## config.mk

```make
export PLATFORM = sky130hd
export DESIGN_NAME = parking_occupancy_tracker
export DESIGN_NICKNAME = d
export VERILOG_FILES = /design/src/rtl/parking_occupancy_tracker_pkg.sv /design/src/rtl/parking_occupancy_tracker_spot_debouncer.sv /design/src/rtl/parking_occupancy_tracker.sv
export SDC_FILE = /design/constraint.sdc
export NUM_CORES = 1
export LEC_CHECK = 0
export BUFFER_PORTS_ARGS = -buffer_cell sky130_fd_sc_hd__buf_2
export CELL_PAD_IN_SITES_DETAIL_PLACEMENT = 0
export CELL_PAD_IN_SITES_GLOBAL_PLACEMENT = 1
export CORE_MARGIN = 10
export CORE_UTILIZATION = 45
export DETAILED_ROUTE_END_ITERATION = 8
export PLACE_DENSITY_LB_ADDON = 0.1
export SLEW_MARGIN = 20
export SYNTH_ARGS = -nofsm -noshare
export SYNTH_HDL_FRONTEND = slang
export SYNTH_SLANG_ARGS = --single-unit
```

## constraint.sdc

```tcl
create_clock -name Clk -period 7.95 [get_ports Clk]
set_input_delay 0.795 -clock Clk [delete_from_list [all_inputs] [get_ports Clk]]
set_output_delay 0.795 -clock Clk [all_outputs]
set_load 0.05 [all_outputs]
```

## src/rtl/parking_occupancy_tracker_pkg.sv

```systemverilog
// Shared defaults, spot-state encoding and the popcount helper for the
// parking occupancy tracker.
package parking_occupancy_tracker_pkg;

   localparam int DEFAULT_DEBOUNCE_CYCLES = 4;
   localparam int DEFAULT_STAT_W          = 16;
   localparam int MAX_SPOTS               = 64;

   typedef enum logic {
      SPOT_FREE     = 1'b0,
      SPOT_OCCUPIED = 1'b1
   } spot_state_e;

   // Counts set bits of a bus padded to the widest supported spot count.
   function automatic logic [6:0] popcount(input logic [MAX_SPOTS-1:0] v);
      logic [6:0] c;
      c = 7'd0;
      for (int i = 0; i < MAX_SPOTS; i++) begin
         c = c + {6'd0, v[i]};
      end
      return c;
   endfunction

endpackage

```

## src/rtl/parking_occupancy_tracker_spot_debouncer.sv

```systemverilog
// One parking spot: two-flop synchroniser, debounce counter and accepted state.
// rise/fall flag the edge on which the accepted state is about to flip.
module parking_occupancy_tracker_spot_debouncer
   import parking_occupancy_tracker_pkg::*;
#(
   parameter int DEBOUNCE_CYCLES = DEFAULT_DEBOUNCE_CYCLES
) (
   input  logic clk,
   input  logic reset_n,
   input  logic raw,
   input  logic enable,
   output logic state,
   output logic rise,
   output logic fall
);

   localparam int CW = (DEBOUNCE_CYCLES > 1) ? $clog2(DEBOUNCE_CYCLES) : 1;
   localparam logic [CW-1:0] CNT_LAST = CW'(DEBOUNCE_CYCLES - 1);

   logic [1:0]    sync_r;
   logic [CW-1:0] cnt_r;
   spot_state_e   state_r;
   logic          differ_s;
   logic          accept_s;

   // Acceptance decision for the current edge.
   always_comb begin
      differ_s = (sync_r[1] != state_r);
      accept_s = enable && differ_s && (cnt_r == CNT_LAST);
      rise     = accept_s && sync_r[1];
      fall     = accept_s && !sync_r[1];
   end

   // Synchroniser, debounce counter and accepted state.
   always_ff @(posedge clk or negedge reset_n) begin
      if (!reset_n) begin
         sync_r  <= 2'b00;
         cnt_r   <= '0;
         state_r <= SPOT_FREE;
      end else begin
         sync_r <= {sync_r[0], raw};
         if (!enable || !differ_s) begin
            cnt_r <= '0;
         end else if (accept_s) begin
            cnt_r   <= '0;
            state_r <= spot_state_e'(sync_r[1]);
         end else begin
            cnt_r <= cnt_r + CW'(1'b1);
         end
      end
   end

   assign state = state_r;

endmodule

```

## src/rtl/parking_occupancy_tracker.sv

```systemverilog
// Debounced occupancy tracker for N_SPOTS sensors: registered count, Full/Empty,
// arrival/departure pulses and saturating statistics.
module parking_occupancy_tracker
   import parking_occupancy_tracker_pkg::*;
#(
   parameter int N_SPOTS         = 8,
   parameter int DEBOUNCE_CYCLES = DEFAULT_DEBOUNCE_CYCLES,
   parameter int STAT_W          = DEFAULT_STAT_W,
   localparam int CNT_W          = $clog2(N_SPOTS + 1)
) (
   input  logic               Clk,
   input  logic               Reset_n,
   input  logic [N_SPOTS-1:0] In,
   input  logic               Enable,
   input  logic               Clear_stats,
   output logic [N_SPOTS-1:0] Occupied,
   output logic [CNT_W-1:0]   Qtd,
   output logic               Full,
   output logic               Empty,
   output logic               Arrival,
   output logic               Departure,
   output logic [STAT_W-1:0]  Arrivals_total,
   output logic [CNT_W-1:0]   Peak
);

   localparam int SUM_W = ((STAT_W > 7) ? STAT_W : 7) + 1;
   localparam logic [SUM_W-1:0] STAT_MAX = SUM_W'({STAT_W{1'b1}});

   logic [N_SPOTS-1:0]   rise_s;
   logic [N_SPOTS-1:0]   fall_s;
   logic [MAX_SPOTS-1:0] rise_pad_s;
   logic [MAX_SPOTS-1:0] fall_pad_s;
   logic [6:0]           r_s;
   logic [6:0]           f_s;
   logic [CNT_W-1:0]     qtd_next_s;
   logic [SUM_W-1:0]     sum_s;
   logic [STAT_W-1:0]    total_next_s;
   logic [CNT_W-1:0]     peak_next_s;

   for (genvar g = 0; g < N_SPOTS; g++) begin : g_spot
      parking_occupancy_tracker_spot_debouncer #(
         .DEBOUNCE_CYCLES(DEBOUNCE_CYCLES)
      ) u_spot (
         .clk    (Clk),
         .reset_n(Reset_n),
         .raw    (In[g]),
         .enable (Enable),
         .state  (Occupied[g]),
         .rise   (rise_s[g]),
         .fall   (fall_s[g])
      );
   end

   // Next count and statistics; clear restarts accumulation from this cycle's events.
   always_comb begin
      rise_pad_s = '0;
      fall_pad_s = '0;
      rise_pad_s[N_SPOTS-1:0] = rise_s;
      fall_pad_s[N_SPOTS-1:0] = fall_s;
      r_s = popcount(rise_pad_s);
      f_s = popcount(fall_pad_s);
      qtd_next_s = Qtd + CNT_W'(r_s) - CNT_W'(f_s);

      if (Clear_stats) begin
         sum_s = SUM_W'(r_s);
      end else begin
         sum_s = SUM_W'(Arrivals_total) + SUM_W'(r_s);
      end
      if (sum_s > STAT_MAX) begin
         total_next_s = {STAT_W{1'b1}};
      end else begin
         total_next_s = STAT_W'(sum_s);
      end

      if (Clear_stats || (qtd_next_s > Peak)) begin
         peak_next_s = qtd_next_s;
      end else begin
         peak_next_s = Peak;
      end
   end

   // Count, flag, pulse and statistics registers.
   always_ff @(posedge Clk or negedge Reset_n) begin
      if (!Reset_n) begin
         Qtd            <= '0;
         Full           <= 1'b0;
         Empty          <= 1'b1;
         Arrival        <= 1'b0;
         Departure      <= 1'b0;
         Arrivals_total <= '0;
         Peak           <= '0;
      end else begin
         Qtd            <= qtd_next_s;
         Full           <= (qtd_next_s == CNT_W'(N_SPOTS));
         Empty          <= (qtd_next_s == '0);
         Arrival        <= (r_s != 7'd0);
         Departure      <= (f_s != 7'd0);
         Arrivals_total <= total_next_s;
         Peak           <= peak_next_s;
      end
   end

endmodule
```

Word level (Yosys, flattened, before mapping). Cells that the tools add are included.

Add/sub/neg operators: 25. $lt $le $gt $ge: 2. Eq/ne operators: 17. Mux-type cells: 18. Bitwise logic cells: 8. Reductions and logical operators: 69.

Operators with widths (count): 1-bit logical AND (32); 2-bit 2-to-1 mux (16); 16-bit by 7-bit adder with 17-bit output (1); 17-bit by 16-bit greater-than comparator with 1-bit output (second input constant) (1); 1-bit zero test (17); 17-bit 2-to-1 mux (1); 2-bit by 1-bit adder with 2-bit output (second input constant) (8); 2-bit equality test (second input constant) (8); 16-bit 2-to-1 mux (1); 2-bit AND reduction (8); 6-bit by 1-bit adder with 7-bit output (2); 7-bit by 1-bit adder with 7-bit output (2); 7-bit nonzero test (2); 5-bit by 1-bit adder with 6-bit output (2); 4-bit by 1-bit adder with 5-bit output (2); 1-bit logical OR (9); 3-bit by 1-bit adder with 4-bit output (2); 1-bit != test (8); 1-bit inverter (8); 2-bit by 1-bit adder with 3-bit output (2); 1-bit by 1-bit adder with 2-bit output (2); 4-bit adder (1); 4-bit equality test (second input constant) (1); 4-bit greater-than comparator (1); other kinds (2) (2).

Register bits after elaboration: 68. Input port bits: 12. Output and inout bits: 36. Logic and storage cells: 170.

Logic depth before layout (Yosys ltp). Gate-level depths: netlist of run 1.

Word-level depth: 15. Gate-level depth with buffers: 23. Mapped depth without buffers: 23.

Hierarchy. A second synthesis of run 1 with hierarchy kept.

Cell total of the unflattened synthesis: 304. Area total of the unflattened synthesis: 3627.2 µm².

Modules (own cells, without submodules): parking_occupancy_tracker (instances 1, cells an instance 192, area each 2055.7 µm², seq. area each 701.9 µm²); parking_occupancy_tracker_spot_debouncer (instances 8, cells an instance 14, area each 196.4 µm², seq. area each 125.1 µm²).

Least setup slack after synthesis of run 1. No wires, ideal clock.

Path kind: input port to flip-flop. Start: input port Enable. End: register Peak[0]. Setup time: 0.125 ns. Data arrival time: 6.443 ns. Required time: 7.825 ns. Slack: 1.383 ns. Stages on the path: 21. Buffers on the path: 2. Cell sequence: clkbuf_1 buf_1 nand4b_1 fa_1 fa_1 fa_1 inv_1 ha_1 fa_1 inv_1 fa_1 ha_1 a21o_1 a21oi_1 xnor2_1 xnor2_1 ha_1 nand4_1 nand2_1 o21ai_0 mux2_2.

Word-level cells in the longest chain between the ends: 14. Elaborated cells between the ends (all ways): 50. Classes of those cells: add/sub (16); order compare (1); reduce/logical (33).

Ends and longest elaborated chain: start: declaration (line parking_occupancy_tracker.sv:14) `input logic Enable,`; 1-bit logical AND (2 in a row) (line parking_occupancy_tracker_spot_debouncer.sv:29) `accept_s = enable && differ_s && (cnt_r == CNT_LAST);`; 1-bit logical AND (line parking_occupancy_tracker_spot_debouncer.sv:30) `rise = accept_s && sync_r[1];`; 1-bit by 1-bit adder with 2-bit output (line parking_occupancy_tracker_pkg.sv:19) `c = c + {6'd0, v[i]};`; 2-bit by 1-bit adder with 3-bit output (line parking_occupancy_tracker_pkg.sv:19); 3-bit by 1-bit adder with 4-bit output (line parking_occupancy_tracker_pkg.sv:19); 4-bit by 1-bit adder with 5-bit output (line parking_occupancy_tracker_pkg.sv:19); 5-bit by 1-bit adder with 6-bit output (line parking_occupancy_tracker_pkg.sv:19); 6-bit by 1-bit adder with 7-bit output (line parking_occupancy_tracker_pkg.sv:19); 7-bit by 1-bit adder with 7-bit output (line parking_occupancy_tracker_pkg.sv:19); 4-bit adder (line parking_occupancy_tracker.sv:62) `qtd_next_s = Qtd + CNT_W'(r_s) - CNT_W'(f_s);`; 4-bit subtractor (*) (line parking_occupancy_tracker.sv:62); net qtd_next_s[3] (line parking_occupancy_tracker.sv:35) `logic [CNT_W-1:0] qtd_next_s;`; 4-bit greater-than comparator (*) (line parking_occupancy_tracker.sv:75) `if (Clear_stats || (qtd_next_s > Peak)) begin`; 1-bit logical OR (*) (line parking_occupancy_tracker.sv:75); end signal: assignment (line parking_occupancy_tracker.sv:99) `Peak <= peak_next_s;`; end: declaration (line parking_occupancy_tracker.sv:23) `output logic [CNT_W-1:0] Peak`.

Mark *: on every way through the listed nets, which the timed path passes. The rest lies on a longest branch. A chain may end at the register's enable or synchronous reset.

Worst setup path in the final report of run 1.
Start: input port Enable. End: register Peak[2].

Same word-level chain as after synthesis.

==> metrics.md, run 1 <==
| Metric | Value |
|---|---|
| Crit-path leading delay family | adder cells |
| Worst-Margin Slew | 850 ps |
| Largest net degree at the start of global routing | 69 |
| IO Pins | 48 |
| Via density | just over 5 |
| Total core area | ~7600 µm² |
| Clock Skews | ~13 ps |
| Final #Nets | 401 |
| Diodes inserted | 0 |
| Simple-gate portion of the synthesized area | 12.6% |
| Kind of critical path | primary input to flip-flop |
| Placed cell area | between 3000 and 4000 µm² |
| Worst Path Arrival | 6790 ps |
| Largest family of logic cells by synthesized area | adder cells |
| First-pass GRT wire length | approximately 12000 µm |
| Outcome | complete, no violations |
| # DRC | 0 |
| Via count | approximately 2.3k |
| CP startpoint | Enable |
| Crit path required time | 8170 ps |
| Crit path capture type | flip-flop |
| Post-route cell area | between 4000 and 5000 µm² |
| Row cnt | 32 |
| Pins Over Slew Limit | 0 |
| Fin crit share | slightly above 80% |
| Max Fclk | 152 MHz |
| Post-CTS Hold Buffers | 0 |
| Drt pass-1 iters | 6 |
| CP bufs+invs | 5 |
| Post-CTS setup buffers | 0 |
| Routed len/inst | 14.8 µm |
| EDFF count, synth | 0 |
| Chip Width | 108 µm |
| Vias in the first global route | 2522 |
| Async S/R FF share, synth | 100% |
| Adder-Cell Fraction of Synth Area | 16.1% |
| Die height | 108 µm |
| Slowest CP cell | fa_1 |
| Num Clock Sinks | 68 |
| Worst-Skew Late Latency | 350 ps |
| Yosys Warn Count | 0 |
| CTS buffer count | 9 |
| CP most frequent cell | fa_1 |
| Layout area overhead | 14.9% |
| Synthesized area per cell | between 10 and 15 µm² |
| Static Leakage | 2.04 nW |
| DP HPWL | about 5000 µm |
| Initial Util | 46.0% |
| Final RePlAce weighted congestion | about 0.76 |
| Cells on worst reg2reg path | 23 |
| FF-to-FF Start | g_spot[1].u_spot.cnt_r[0]$_DFF_PN0_ |
| I/O Buffers | 47 |
| Post-layout min period | approximately 6600 ps |
| Maximum level of the CTS H-tree | 3 |
| #FFs+latches synth | 68 |
| Max VDD drop | 0.000297 V |
| Pint | 0.757 mW |
| HP Class | flip-flop to flip-flop |
| Starting DRT DRC Count | 87 |
| RSZ-0062 raised after global routing | false |
| Rel. slew slack | 43.3% |
| GR Util All Layers | 12.8% |
| Crit path max fanout | 12 |
| Switching power | between 0.4 and 0.5 mW |
| Min-delay src | g_spot[1].u_spot.sync_r[0]$_DFF_PN0_ |
| Clock root buffer master | clkbuf_8 |
| Mapped Area | 3520 µm² |
| Compound-gate portion of the synthesized area | 8.18% |
| Initial antenna violation count | 0 |
| Worst slack, placed | between 1000 and 1500 ps |
| Post-synthesis cell type count | 41 |
| Comb power frac | 33.8% |
| Max Cap Viol | 0 |
| R2R Setup Slk | 1480 ps |
| Share of layout cells above drive strength 1 | between 20% and 30% |
| Crit start category | primary input |
| Total negative slack | 0 ps |
| Setup slack after layout | about 1400 ps |
| Hold Path Sink | g_spot[1].u_spot.sync_r[1]$_DFF_PN0_ |
| Mapped Cells | 306 |
| Die area | 11800 µm² |
| Top_reg_cell synth | dfrtp_1 |
| Worst r2r dst | Peak[2]$_DFFE_PN0P_ |
| Clock share of power | a little under a third |
| Final Hold Vio Count | 0 |
| Final WL | 6800 µm |
| Mux contribution to synthesized area | 3.84% |
| TritonCTS clock tree | yes |
| Flop pwr share | 36.3% |
| Syn Nets | 356 |
| Count of final setup violators | 0 |
| GRT overflow | 0 |
| Pwr Density | 292 nW/µm² |
| XOR/XNOR Fraction of Synth Area | between 4 and 5% |
| Hold Crit Depth | 0 |
| CP Cell Sequence | buf_2 -> nand2_1 -> nor3b_1 -> fa_1 -> inv_1 -> fa_1 -> fa_1 -> inv_1 -> ha_1 -> inv_1 -> fa_1 -> inv_1 -> fa_1 -> ha_1 -> a21o_1 -> a21oi_1 -> xnor2_1 -> xnor2_1 -> ha_1 -> nand4_1 -> nand2_1 -> o21ai_0 -> mux2_2 |
| Largest buffer count on any clock path | 2 |
| Post-cts sizing count | 0 |
| Switching share of power | 35.9% |
| Post-synthesis sequential area ratio | 48.4% |
| Worst-path clk slew | roughly 70 ps |
| CP peak stage delay | roughly 550 ps |
| Routed Antenna Nets | 0 |
[final cells by class]
cell class,count,area [µm²]
sequential,68,1700
multi-input combinational,190,1590
fill,679,3600
clock inverter,6,111
inverter,33,124
tap,102,128
timing repair buffer,49,250
clock buffer,10,138
[layout by cell type (no fill, tap or decap), types with 2 or more instances in the layout]
cell type  Yosys  routed
nor2b_1        9       9
a21o_1         4       4
nor2_1         6       6
o21ai_0        7       7
clkbuf_8       0      10
buf_4          8       2
bufinv_16      0       3
mux2_2        12      12
a31oi_1        4       4
a211oi_1       4       4
nand3_1       13      13
nand4_1        4       4
buf_2          0      47
a21oi_1       12      12
nor3_1        10      10
inv_1         33      33
nand2_1       17      17
nand4b_1       3       3
ha_1          26      26
xnor2_1        7       7
dfrtp_1       67      67
nor3b_1        5       5
xor2_1        11      11
fa_1          12      12
a311oi_1       4       4
and3_1         6       6
[logic make-up after synthesis]
family | Yosys count
multiplexers | 12
flip-flops | 68
buffers and inverters | 48
XOR/XNOR | 18
adder cells (fa/ha/maj) | 38
AO/OA/AOI/OAI | 43
AND/OR/NAND/NOR | 79
[synthesized netlist by cell type, types with 2 or more instances]
cell	count	area share [%]
nand2_1	17	1.8
nor3_1	10	1.4
nand4_1	4	0.71
clkbuf_1	3	0.32
a211oi_1	4	0.85
buf_1	2	0.21
nor3b_1	5	1.1
nand4b_1	3	0.75
inv_1	33	3.5
dfrtp_1	67	48
o21ai_0	7	1.0
a21oi_1	12	1.7
xor2_1	11	2.7
nor2_1	6	0.64
mux2_2	12	3.8
nor2b_1	9	1.6
nand3_1	13	1.8
a311oi_1	4	1.0
xnor2_1	7	1.7
fa_1	12	6.8
ha_1	26	9.2
and3_1	6	1.1
a21o_1	4	0.85
buf_6	2	0.64
a31oi_1	4	0.71
buf_4	8	1.7
[per-layer routing]
layer  GRT usage [%]  routed length, µm
met1            16.7               3160
met2            19.5               3200
met3            3.87                321
met4            5.37                110
met5               0                  0
[power groups by stage]
stage / Combinational, mW / Sequential [mW] / Clock (mW)
5_1_grt: 0.445 / 0.437 / 0.376
3_3_place_gp: 0.398 / 0.436 / 0
3_5_place_dp: 0.403 / 0.436 / 0
4_1_cts: 0.405 / 0.429 / 0.362
2_1_floorplan: 0.243 / 0.513 / 0
6_report: 0.399 / 0.428 / 0.354
[sequential cells by signal, summed over array words and instances, names as in the netlist]
name	flops
Peak	4
g_spot.u_spot.state	8
Empty	1
g_spot.u_spot.sync_r	16
g_spot.u_spot.cnt_r	16
Full	1
Qtd	4
Arrival	1
Arrivals_total	16
Departure	1
[stage by stage]
step,power (mW),std cells,hold WS (ps),util (%)
final,1.18,458,357,52.9
after global routing,1.26,458,363,52.9
after CTS,1.20,458,359,52.9
after detailed placement,0.838,442,336,49.6
after global placement,0.834,442,333,49.6
after floorplan,0.756,306,331,-
[worst max path at each step]
stage | endpoint | slack [ps] | depth (start not counted)
3_3_place_gp | Peak[3]$_DFFE_PN0P_ | 1100 | 23
3_5_place_dp | Peak[1]$_DFFE_PN0P_ | 1000 | 23
5_1_grt | Peak[2]$_DFFE_PN0P_ | 890 | 23
6_report | Peak[2]$_DFFE_PN0P_ | 1390 | 23
4_1_cts | Peak[2]$_DFFE_PN0P_ | 1340 | 23
2_1_floorplan | Peak[0]$_DFFE_PN0P_ | 1380 | 21
(Power assumes the default switching activity.)
==> inputs of run 2 (changes only) <==
ABC_AREA = 1   (was default)
CORE_UTILIZATION = 44   (was 45)
clock period = 6.2 ns   (was 7.95 ns; I/O delays follow)
==> run 2 against run 1 <==
Against the previous run: clock power is 9.3% higher; synthesized cell count is 40% higher; largest cell class unchanged; hold slack worse by 4.4 ps; first-iteration DRC count is 15% higher; combinational power is 46% higher.
==> metrics.md, run 2 <==
| Metric | Value |
|---|---|
| Share of layout cells above drive strength 1 | 17.6% |
| Crit-path leading delay family | adder cells |
| Drt pass-1 iters | 4 |
| Max VDD drop | 0.000335 V |
| Post-synthesis cell type count | 25 |
| Num Clock Sinks | 68 |
| Initial Util | 45.3% |
| Most frequent cells after synthesis | nand2_1, inv_1, dfrtp_1 |
| Largest net degree at the start of global routing | 69 |
| First-pass GRT wire length | around 14000 µm |
| Final WL | 7970 µm |
| Clock Skews | ~9.7 ps |
| Row cnt | 33 |
| Top flop regs | Arrivals_total x16, g_spot.u_spot.cnt_r x16, g_spot.u_spot.sync_r x16 |
| Pins Over Slew Limit | 0 |
| Commonest cells after routing, fill and taps aside | nand2_1, inv_1, dfrtp_1, buf_2, nor2_1 |
| Mapped Cells | 429 |
| Count of final setup violators | 0 |
| Largest family of logic cells by synthesized area | simple AND/OR/NAND/NOR gates |
| I/O Buffers | 47 |
| Maximum level of the CTS H-tree | 3 |
| Simple-gate portion of the synthesized area | 20.9% |
| Die height | 112 µm |
| Worst-Skew Late Latency | 350 ps |
| # DRC | 0 |
| Fill cells | roughly 810 |
| Post-Route Utilization | a little over half |
| Rel. slew slack | a little over two fifths |
| Max Fclk | between 150 and 200 MHz |
| Via count | 2762 |
| EDFF count, synth | 0 |
| Reg area | 1700 µm² |
| Largest buffer count on any clock path | 2 |
| Synthesized area per cell | 8.72 µm² |
| IO Pins | 48 |
| Final RePlAce weighted congestion | 0.793 |
| CP most frequent cell | nand2_1 |
| Adder-Cell Fraction of Synth Area | roughly 15% |
| Yosys top cell area share | roughly 45% |
| Post-synthesis sequential area ratio | around 46% |
| HP Class | flip-flop to flip-flop |
| Worst Path Arrival | 5950 ps |
| Multi-input logic area | 1690 µm² |
| Final Hold Vio Count | 0 |
| Fin crit share | between 90% and 100% |
| Worst-Margin Slew | about 860 ps |
| Total core area | 8260 µm² |
| DP HPWL | 6000 µm |
| Slowest CP cell | fa_1 |
| Chip Width | 112 µm |
| Post-layout min period | 5720 ps |
| Vias in the first global route | 2967 |
| Crit path max fanout | 6 |
| Crit start category | flip-flop |
| Yosys Warn Count | 0 |
| Layout area overhead | 15.0% |
| RSZ-0062 raised after global routing | false |
| Pwr Density | between 300 and 400 nW/µm² |
| Mux contribution to synthesized area | 0% |
| Clock root buffer master | clkbuf_8 |
| XOR/XNOR Fraction of Synth Area | 2.57% |
| Final #Nets | 529 |
| Crit path capture type | flip-flop |
| Compound-gate portion of the synthesized area | 5.55% |
| Mapped Area | 3740 µm² |
| Number of cells in the design after placement | 572 |
| Routed Antenna Nets | 0 |
| Syn Nets | ~480 |
| TritonCTS clock tree | yes |
| Async S/R FF share, synth | 100% |
| Setup slack after layout | 478 ps |
| Count leader, synth | nand2_1 |
| Worst-path clk slew | 80 ps |
| Diodes inserted | 0 |
| Kind of critical path | flip-flop to flip-flop |
| GRT overflow | 0 |
| Post-synth top area cell | dfrtp_1 |
| CTS buffer count | 9 |
| Fin cells | around 600 |
| CP bufs+invs | 2 |
| Post-CTS Hold Buffers | 0 |
| Static Leakage | 2.40 nW |
| Worst slack, placed | 31.9 ps |
| Max Cap Viol | 0 |
| Die area | 12600 µm² |
| Top_reg_cell synth | dfrtp_1 |
| Initial antenna violation count | 0 |
| Outcome | complete, no violations |
| Routed len/inst | 13.5 µm |
| CP peak stage delay | between 500 and 600 ps |
| Via density | 4.69 |
| Top cells by area, synth | dfrtp_1, nand2_1, ha_1 |
| #FFs+latches synth | 68 |
| Most common cell after layout, fill and taps aside | nand2_1 |
| Pwr Total | 1.52 mW |
| Starting DRT DRC Count | 100 |
| GR Util All Layers | 13.5% |
| Crit path required time | 6430 ps |
| Total negative slack | 0 ps |
[run 2: area by class of cell]
| type | count | area share [%] |
|---|---|---|
| clock buffer | 11 | 3.52 |
| sequential | 68 | 39.6 |
| timing repair buffer | 51 | 6.16 |
| clock inverter | 5 | 1.37 |
| inverter | 81 | 7.06 |
| multi-input combinational | 268 | 39.3 |
| tap | 105 | 3.05 |
[run 2: kinds of logic (layout without fill, tap and decap cells)]
group | Yosys count | in the layout
and+or+nand+nor | 186 | 186
buffers and inverters | 93 | 148
DFF | 68 | 68
adders and majority gates | 38 | 38
AOI/OAI and AO/OA | 33 | 33
xor gates and xnor gates | 11 | 11
[run 2: worst paths after layout]
kind | slack (ps) | from | cells after the start | endpoint
max | 480 | g_spot[1].u_spot.sync_r[1]$_DFF_PN0_ | 26 | Peak[1]$_DFFE_PN0P_
min in group asynchronous | 470 | Reset_n | 2 | g_spot[1].u_spot.sync_r[1]$_DFF_PN0_
min reg2reg | 350 | g_spot[4].u_spot.sync_r[0]$_DFF_PN0_ | 0 | g_spot[4].u_spot.sync_r[1]$_DFF_PN0_
max reg2reg | 480 | g_spot[1].u_spot.sync_r[1]$_DFF_PN0_ | 26 | Peak[1]$_DFFE_PN0P_
max in group asynchronous | 5180 | Reset_n | 2 | Arrival$_DFF_PN0_
min | 350 | g_spot[4].u_spot.sync_r[0]$_DFF_PN0_ | 0 | g_spot[4].u_spot.sync_r[1]$_DFF_PN0_
[run 2: metal layers]
metal | share of wire [%] | up-vias | global-route usage, %
li1 | - | 1425 | -
met1 | 48 | 1289 | 16.8
met2 | 46 | 41 | 21.1
met3 | 4.9 | 7 | 4.74
met4 | 1.1 | 0 | 4.65
met5 | 0 | - | 0
[run 2: what timing repair did]
item	4_1_cts	5_1_grt
gates resized for setup	0	7
buffers inserted	0	1
setup endpoints to repair	0	4
[run 2: metrics by stage]
step / cell area [µm²] / hold WS, ps
final: 4310 / 353
after global routing: 4310 / 364
after CTS: 4260 / 358
after detailed placement: 4050 / 344
after global placement: 4050 / 332
after floorplan: 3740 / 324
[run 2: where the power goes]
part           switching [mW]  total, mW  internal, mW
clock network           0.179      0.387         0.208
registers              0.0438      0.555         0.511
logic                   0.391      0.581         0.190
